--- config.mk ---
export PLATFORM = sky130hd
export DESIGN_NAME = key_event_counter
export DESIGN_NICKNAME = d
export VERILOG_FILES = /design/src/rtl/key_event_counter.sv
export SDC_FILE = /design/constraint.sdc
export NUM_CORES = 1
export LEC_CHECK = 0
export ABC_AREA = 1
export BUFFER_PORTS_ARGS = -buffer_cell sky130_fd_sc_hd__buf_2
export CAP_MARGIN = 10
export CORE_ASPECT_RATIO = 1.2
export CORE_MARGIN = 2
export CORE_UTILIZATION = 54
export CTS_BUF_LIST = sky130_fd_sc_hd__clkbuf_8
export CTS_CLUSTER_DIAMETER = 200
export DETAILED_ROUTE_END_ITERATION = 7
export MAX_ROUTING_LAYER = met4
export PLACE_DENSITY_LB_ADDON = 0.15
export SLEW_MARGIN = 20
export SYNTH_ARGS = -nofsm -noshare
export SYNTH_HDL_FRONTEND = slang
export SYNTH_SLANG_ARGS = --single-unit
--- constraint.sdc ---
create_clock -name clk100_i -period 1.8 [get_ports clk100_i]
set_input_delay 0.18 -clock clk100_i [delete_from_list [all_inputs] [get_ports clk100_i]]
set_output_delay 0.18 -clock clk100_i [all_outputs]
set_load 0.005 [all_outputs]
--- src/rtl/key_event_counter.sv ---
// Debounced active-low key press counter: captures sw_i on each press and
// steps a hex up/down counter (wrap or saturate) shown on seven-segment digits.
module key_event_counter #(
  parameter int unsigned SW_W         = 10,
  parameter int unsigned DIGITS       = 2,
  parameter int unsigned DEBOUNCE_CYC = 4
) (
  input  logic                  clk100_i,
  input  logic                  rstn_i,
  input  logic                  key_i,
  input  logic [SW_W-1:0]       sw_i,
  input  logic                  dir_i,
  input  logic                  sat_i,
  output logic [SW_W-1:0]       ledr_o,
  output logic [4*DIGITS-1:0]   cnt_o,
  output logic                  ovf_o,
  output logic [7*DIGITS-1:0]   hex_o
);

  localparam int unsigned CW  = 4 * DIGITS;
  localparam int unsigned DBW = (DEBOUNCE_CYC > 1) ? $clog2(DEBOUNCE_CYC) : 1;

  logic [1:0]        r_sync;
  logic              r_key_db;
  logic [DBW-1:0]    r_db_cnt;
  logic [SW_W-1:0]   r_ledr;
  logic [CW-1:0]     r_cnt;
  logic              r_ovf;

  logic              w_s;
  logic              w_accept;
  logic              w_press;
  logic              w_at_lim;
  logic [CW-1:0]     w_cnt_nxt;
  logic [7*DIGITS-1:0] w_hex;

  assign w_s      = r_sync[1];
  assign w_accept = (w_s != r_key_db) && (r_db_cnt == DBW'(DEBOUNCE_CYC - 1));
  // The press is applied on the same edge that the debounced level falls.
  assign w_press  = w_accept && !w_s;

  always_ff @(posedge clk100_i or negedge rstn_i) begin
    if (!rstn_i) begin
      r_sync   <= '1;
      r_key_db <= 1'b1;
      r_db_cnt <= '0;
    end else begin
      r_sync <= {r_sync[0], key_i};
      if (w_s == r_key_db) begin
        r_db_cnt <= '0;
      end else if (w_accept) begin
        r_key_db <= w_s;
        r_db_cnt <= '0;
      end else begin
        r_db_cnt <= r_db_cnt + DBW'(1);
      end
    end
  end

  always_comb begin
    w_at_lim  = dir_i ? (r_cnt == '0) : (r_cnt == '1);
    w_cnt_nxt = dir_i ? (r_cnt - CW'(1)) : (r_cnt + CW'(1));
    if (w_at_lim && sat_i) begin
      w_cnt_nxt = r_cnt;
    end
  end

  always_ff @(posedge clk100_i or negedge rstn_i) begin
    if (!rstn_i) begin
      r_ledr <= '0;
      r_cnt  <= '0;
      r_ovf  <= 1'b0;
    end else if (w_press) begin
      r_ledr <= sw_i;
      r_cnt  <= w_cnt_nxt;
      if (w_at_lim) begin
        r_ovf <= 1'b1;
      end
    end
  end

  function automatic logic [6:0] f_seg(input logic [3:0] n);
    case (n)
      4'h0: f_seg = 7'b1000000;
      4'h1: f_seg = 7'b1111001;
      4'h2: f_seg = 7'b0100100;
      4'h3: f_seg = 7'b0110000;
      4'h4: f_seg = 7'b0011001;
      4'h5: f_seg = 7'b0010010;
      4'h6: f_seg = 7'b0000010;
      4'h7: f_seg = 7'b1111000;
      4'h8: f_seg = 7'b0000000;
      4'h9: f_seg = 7'b0010000;
      4'hA: f_seg = 7'b0001000;
      4'hB: f_seg = 7'b0000011;
      4'hC: f_seg = 7'b1000110;
      4'hD: f_seg = 7'b0100001;
      4'hE: f_seg = 7'b0000110;
      default: f_seg = 7'b0001110;
    endcase
  endfunction

  always_comb begin
    w_hex = '1;
    for (int unsigned k = 0; k < DIGITS; k++) begin
      w_hex[7*k +: 7] = f_seg(r_cnt[4*k +: 4]);
    end
  end

  assign ledr_o = r_ledr;
  assign cnt_o  = r_cnt;
  assign ovf_o  = r_ovf;
  assign hex_o  = w_hex;

endmodule

# Word-level counts from Yosys, hierarchy flattened
# Memories as Yosys holds them, arrays and structs flattened.
# Index checks and enable logic that the tools add are counted.
[totals]
reg_bits = 24
romBits = 224
input_bits = 15
out_inout_bits = 33
elab_cells = 29
mem_count = 2
[op_classes]
n_addsub = 3
n_eq_ne = 4
muxes = 4
bitwise_logic = 2
n_reduce_logical = 8
[memory_table]
columns = ["name", "words", "width", "read_ports", "rd_ports_with_merged_regs", "wr", "line_no", "rtl"]
rows = [
  ["(name not given)", 16, 7, 1, 0, 0, "83", "case (n)"],
  ["(name not given)", 16, 7, 1, 0, 0, "83", ""],
]
[ops]
columns = ["op", "n"]
rows = [
  ["$add 8x1->8 const B", 1],
  ["$eq 8x8->1 const B", 1],
  ["$logic_not 8->1", 1],
  ["$mux 8", 1],
  ["$sub 8x1->8 const B", 1],
  ["$reduce_and 2->1", 3],
  ["$mux 2", 2],
  ["$logic_and 1x1->1", 3],
  ["$add 2x1->2 const B", 1],
  ["$eq 2x2->1 const B", 1],
  ["$not 1->1", 2],
  ["$eq 1x1->1", 1],
  ["$logic_not 1->1", 1],
  ["$mux 1", 1],
  ["$ne 1x1->1", 1],
]

# Logic depth before layout (Yosys ltp)
# Gate-level depths: netlist (run 1).
[depth]
depth_word = 5
depth_mapped = 10
ltp_nobuf = 10

# Worst setup path before layout (run 1)
# No wires, ideal clock.
[synth_timing]
path_type = "reg2reg"
start = "register r_cnt[0] (netlist: cnt_o[0])"
end = "register r_cnt[6] (netlist: cnt_o[6])"
setup_ps = 116
arrival_ps = 1403
required_time_ps = 1684
setup_slack_ps = 281
stages_incl_launch_ff = 9
path_buffers = 0
period_less_slack_ps = 1519
cell_sequence = "dfrtp_1 > inv_1 > fa_1 > inv_1 > nand3_1 > nand4_1 > nand2_1 > nand2_1 > nand2_1"
[synth_between]
elab_chain_len = 5
word_cells_on_any_way = 9
classes_between = "2 x add/sub; 1 x eq/ne; 2 x mux; 1 x bitwise; 3 x reduce/logical"
[synth_rtl]
columns = ["element", "line_no", "rtl"]
rows = [
  ["from (decl)", "27", "logic [CW-1:0] r_cnt;"],
  ["from (signal assigned)", "75", "r_cnt <= w_cnt_nxt;"],
  ["parallel branches: the longest is 5 deep, another holds $add 8x1->8", "n/a", ""],
]
# Parallel ways; which one is timed is not known.
# A chain may end at the register's enable or synchronous reset.

# Worst setup path after layout (run 1)
[layout_timing]
start = "register r_cnt[3] (netlist: cnt_o[3])"
end = "output port hex_o[6]"
[layout_between]
elab_chain_len = 1
[layout_rtl]
columns = ["element", "line_no", "rtl"]
rows = [
  ["$mem_v2 16x7", "n/a", ""],
  ["to (decl)", "17", "output logic [7*DIGITS-1:0] hex_o"],
]
# No other way between the ends.

==> flow_summary.yaml, run 1 <==
outcome:
  outcome: "finished, final reports clean"
drt:
  wl_um: 3700
  via_per_inst: 5.14
  first_pass_iters: 4
  drtAntennaViolNets: 0
  drc: 0
  post_drt_wl_per_cell_um: 11.3
  vias: 1687
  dr.first_iter.drc_count: 31
worst_hold_path:
  holdPathEnd: "ledr_o[0]"
  min_path_type: "input port to flip-flop"
  hold_start: "sw_i[0]"
  worstHoldPathCells: 3
sta:
  setup_violations: 0
  relSlewSlack_pct: 67.3
  rsz0062_at_grt: "false"
  skew_ns: 0.00480
  hold_viol: 0
  finalSetupTns_ns: 0
  drv_slew: 0
  finalCriticalPeriod_ns: 1.70
  tightestPinTransition_ns: 0.490
  period_share_pct: 94.5
  fmax_ghz: 0.588
  setup_ws_ns: 0.0994
layout:
  layout_commonest_cell: "nand2_1"
  drive_gt1_share_pct: 26.0
  diodes: 0
  fillers: 266
  finalCoreUtilization_pct: 69.5
  finish.net_count: 326
  syn_to_final_growth_pct: 24.2
  mostFrequentLayoutCells: "nand2_1, buf_2, inv_1"
pwr:
  peakVddDrop_mv: 1.11
  leakagePower_nw: 1.20
  power_density_mw_per_mm2: 1610
placed_design:
  port_buffers: 47
  pre_cts_slack_ns: 0.101
  dp_hpwl_um: 2720
  gp_congestion: 0.945
clock_tree:
  htree_levels: 1
  clkTransAtPathRegs_ns: 0.09
  cts_buffers: 3
  cts_tree: "done"
  cts_sinks: 24
  clock_latency_ns: 0.26
  cts.root.buffer_cell: "clkbuf_8"
  clock_path_buffers: 2
floorplanning:
  die_y_um: 65.7
  start_util_pct: 56.0
  fp.coreArea_mm2: 0.00306
  dieArea_mm2: 0.00364
  io_pins: 48
  row_count: 22
  die_w_um: 55.4
yosys:
  async_reset_ff_share_pct: 100
  ys.flop_type: "dfrtp_1"
  synth_nets: 269
  seq_area_frac_synth_pct: 35.3
  yosys.area.top_type: "dfrtp_1"
  synth_top_area_share_pct: 30.7
  synth_warnings: 0
  avgSynthCellArea_um2: 7.25
  synth-edff-count: 0
  syn_inst: 236
  synth_seq_cells: 24
  yosys-top-cells-area: "dfrtp_1, nand2_1, ha_1, inv_1, dfstp_2"
  synth_cell_types: 29
  synth_area_mm2: 0.00171
setup_path:
  slowest_delay_ns: 0.51
  reg2reg_slack_ns: 0.17
  cp_max_fo: 9
  worstPathArrival_ns: 1.52
  reg2reg_from: "cnt_o[4]"
  crit_path_end_kind: "output pin"
  setup.worst_path.start_class: "flip-flop"
  cp.required_ns: 1.62
  worstSetupPathType: "flip-flop to output pin"
  r2r_end: "cnt_o[3]"
  slowest_stage: "dfrtp_1"
  ff2ff_path_depth: 10
  path_cells: "or2_2 -> inv_1 -> nand2_1 -> o211ai_1 -> buf_2"
flow_run:
  maxCapViolations: 0
grt:
  first_global_vias: 1529
  use_met2_pct: 38.2
  overflow: 0
  grt_pass1_wl_um: 6210
  antenna_found_initial: 0
  grt_use_met1_pct: 24.8
  grt_max_degree: 25
  grt.busiest_layer: "met2"
  grt_usage_pct: 21.5
  met3_usage_pct: 1.38
what timing repair did:
item,CTS,global route
hold endpoints to repair,21,1
hold buffers,1,1
setup buffers,0,3
setup endpoints to repair,1,16
gates resized for setup,1,6
synth_stat cells (3+ instances only):
library cell,count
nor2_1,9
nand3_1,15
nand2_2,3
o211ai_1,6
nand4_1,3
o21ai_0,7
nand2_1,98
a21oi_1,3
dfrtp_1,21
ha_1,17
dfstp_2,3
inv_1,29
power breakdown:
part | switching (W) | internal [W]
sequential | 0.000234 | 0.000771
clock | 0.000169 | 0.000297
combinational | 0.00106 | 0.000877
total | 0.00147 | 0.00194
metrics by stage:
step / instances / hold slack, ns / power [W] / instance area, µm²
2_1_floorplan: 236 / -0.116 / 0.00222 / 1710
3_3_place_gp: 319 / 0.176 / 0.00286 / 2000
3_5_place_dp: 319 / 0.181 / 0.00288 / 2000
4_1_cts: 324 / 0.00153 / 0.00338 / 2080
5_1_grt: 328 / 0.106 / 0.00375 / 2120
6_report: 328 / 0.101 / 0.00341 / 2120
cells by family after synthesis:
kind of cell | share of synthesized area (%)
and+or+nand+nor | 32.1
adders and majority gates | 13.6
xor gates and xnor gates | 2.05
AOI/OAI and AO/OA | 8.63
DFF | 35.3
buffers and inverters | 8.27
sequential cells by signal, indices dropped and copies added, names as in the netlist:
register / cells
cnt_o: 8
r_db_cnt: 2
r_key_db: 1
ovf_o: 1
ledr_o: 10
r_sync: 2
worst max-delay path by stage:
stage	start	depth (start not counted)	slack (ns)	end
2_1_floorplan	cnt_o[0]	8	0.28	cnt_o[6]
3_3_place_gp	cnt_o[4]	9	0.13	cnt_o[4]
3_5_place_dp	cnt_o[4]	9	0.10	cnt_o[3]
4_1_cts	cnt_o[4]	4	0.06	hex_o[10]
5_1_grt	cnt_o[3]	5	0.004	hex_o[6]
6_report	cnt_o[3]	5	0.1	hex_o[6]
layer usage:
layer	part of all wire (%)	wire [µm]
met1	43	1590
met2	51	1890
met3	3.9	143
met4	2.2	80
met5	0	0
cell type report:
type | count | area (µm²) | area share, %
timing repair buffer | 57 | 315 | 14.8
clock inverter | 1 | 30.0 | 1.41
inverter | 29 | 109 | 5.12
sequential | 24 | 607 | 28.6
tap | 36 | 45.0 | 2.12
clock buffer | 3 | 41.3 | 1.94
multi-input combinational | 178 | 977 | 46.0
critical path, delay by kind of cell, from the launching register on:
kind / cells / cell delay [ns]
AND/OR/NAND/NOR: 2 / 0.46
flip-flops: 1 / 0.51
buffers and inverters: 2 / 0.21
AO/OA/AOI/OAI: 1 / 0.08
No activity file was read; power rests on OpenSTA's default activity.
==> run 2, diff against run 1 <==
- CORE_ASPECT_RATIO: 1.2 -> default
==> run 2 against run 1 <==
Hold slack lost 0.011 ns. Register-to-register slack gained 0.06 ns. Clock skew grew 0.0042 ns. Non-clock buffer count shrank 1. Flip-flop and latch count is the same. Highest routed layer unchanged. Utilization is essentially flat. Clock-buffer cell count is the same. Fmax is essentially flat. Sequential power is essentially flat. Cell count grew 2.1%. Critical path type unchanged. Global-route usage grew 3.3 points.
==> flow_summary.yaml, run 2 (synthesized netlist as in run 1, its figures left out) <==
setup_path:
  setup.worst_path.start_class: "flip-flop"
  crit_path_end_kind: "output pin"
  worstPathArrival_ns: 1.52
  cp.required_ns: 1.62
  worstSetupPathType: "flip-flop to output pin"
  cp_max_fo: 10
grt:
  grt_usage_pct: 24.7
  grt_max_degree: 25
  first_global_vias: 1509
  grt_pass1_wl_um: 6550
  antenna_found_initial: 0
  overflow: 0
placed_design:
  dp_cells: 329
  pre_cts_slack_ns: 0.0949
  dp_hpwl_um: 2950
  gp_congestion: 0.845
  port_buffers: 47
clock_tree:
  clock_path_buffers: 2
  clock_latency_ns: 0.28
  htree_levels: 1
  cts.root.buffer_cell: "clkbuf_8"
  clkTransAtPathRegs_ns: 0.08
  cts_sinks: 24
  cts_buffers: 3
  cts_tree: "done"
sta:
  setup_violations: 0
  drv_slew: 0
  fmax_ghz: 0.588
  skew_ns: 0.00899
  finalSetupTns_ns: 0
  period_share_pct: 94.4
  finalCriticalPeriod_ns: 1.70
  rsz0062_at_grt: "false"
  setup_ws_ns: 0.101
  tightestPinTransition_ns: 0.518
  relSlewSlack_pct: 65.4
  hold_viol: 0
floorplanning:
  row_count: 20
  dieArea_mm2: 0.00363
  start_util_pct: 56.5
  fp.coreArea_mm2: 0.00303
  io_pins: 48
  die_y_um: 60.3
  die_w_um: 60.3
drt:
  wl_um: 3790
  via_per_inst: 4.85
  first_pass_iters: 5
  post_drt_wl_per_cell_um: 11.3
  drtAntennaViolNets: 0
  vias: 1624
  dr.first_iter.drc_count: 135
  drc: 0
layout:
  fillers: 281
  finalCoreUtilization_pct: 69.5
  syn_to_final_growth_pct: 23.1
  mostFrequentLayoutCells: "nand2_1, buf_2, inv_1"
  drive_gt1_share_pct: 24.7
  finish.net_count: 325
  final_cells: 335
  largest_reg_flops: 10
  diodes: 0
  layout_commonest_cell: "nand2_1"
pwr:
  power_density_mw_per_mm2: 1550
  peakVddDrop_mv: 0.858
  leakagePower_nw: 1.19
worst_hold_path:
  min_path_type: "input port to flip-flop"
outcome:
  outcome: "finished, final reports clean"
flow_run:
  maxCapViolations: 0
run 2: changes by cell type in the layout (fill, tap and decap cells not counted), sizes merged:
cell / change
inv: +1
buf: -1
bufinv: -1
run 2: through the flow:
| stage | area, µm² | hold slack (ns) | total power [W] |
|---|---|---|---|
| global route | 2110 | 0.0998 | 0.00364 |
| global placement | 2020 | 0.188 | 0.00289 |
| detailed placement | 2020 | 0.187 | 0.00293 |
| CTS | 2080 | 0.000417 | 0.00326 |
| floorplan | 1710 | -0.116 | 0.00222 |
| finish | 2110 | 0.0894 | 0.00327 |
run 2: what timing repair did:
action / 4_1_cts / 5_1_grt
resized for setup: 0 / 7
setup buffers: 0 / 0
hold buffers: 1 / 1
endpoints found under the hold margin: 21 / 1
endpoints found under the setup margin: 0 / 11
run 2: final timing paths:
kind	slack [ns]	start	to	cells after the start
worst max-delay path	0.10	cnt_o[3]	hex_o[6]	5
worst min-delay path	0.09	sw_i[2]	ledr_o[2]	3
worst max register to register	0.23	cnt_o[5]	cnt_o[1]	9
worst min register to register	0.36	r_sync[0]	r_sync[1]	0
max in group asynchronous	1.02	rstn_i	cnt_o[4]	2
min in group asynchronous	0.41	rstn_i	ledr_o[2]	2
run 2: layout make-up:
cell class,count,area (µm²),area share [%]
tap,44,55.1,2.61
timing repair buffer,56,315,15.0
clock inverter,1,3.75,0.178
clock buffer,3,41.3,1.96
multi-input combinational,178,975,46.3
sequential,24,607,28.8
inverter,29,109,5.17
run 2: report_power, final:
part | internal, W | switching [W]
clock | 0.000153 | 0.000172
combinational | 0.000878 | 0.00107
sequential | 0.000773 | 0.000231
total | 0.00180 | 0.00147
run 2: routing by layer:
| metal | track usage [%] | share of wire [%] | vias to the layer above |
|---|---|---|---|
| met3 | 1.95 | 3.5 | 5 |
| li1 | - | - | 860 |
| met4 | 7.62 | 1.6 | 0 |
| met1 | 31.9 | 46 | 714 |
| met5 | - | 0 | - |
| met2 | 41.3 | 49 | 45 |
run 2: worst max-delay path, cell delays in order (launching register included):
cell and delay, ns:
dfrtp_1 0.51, or2_2 0.38, inv_1 0.08, nand2_1 0.07
o211ai_1 0.08, buf_2 0.13
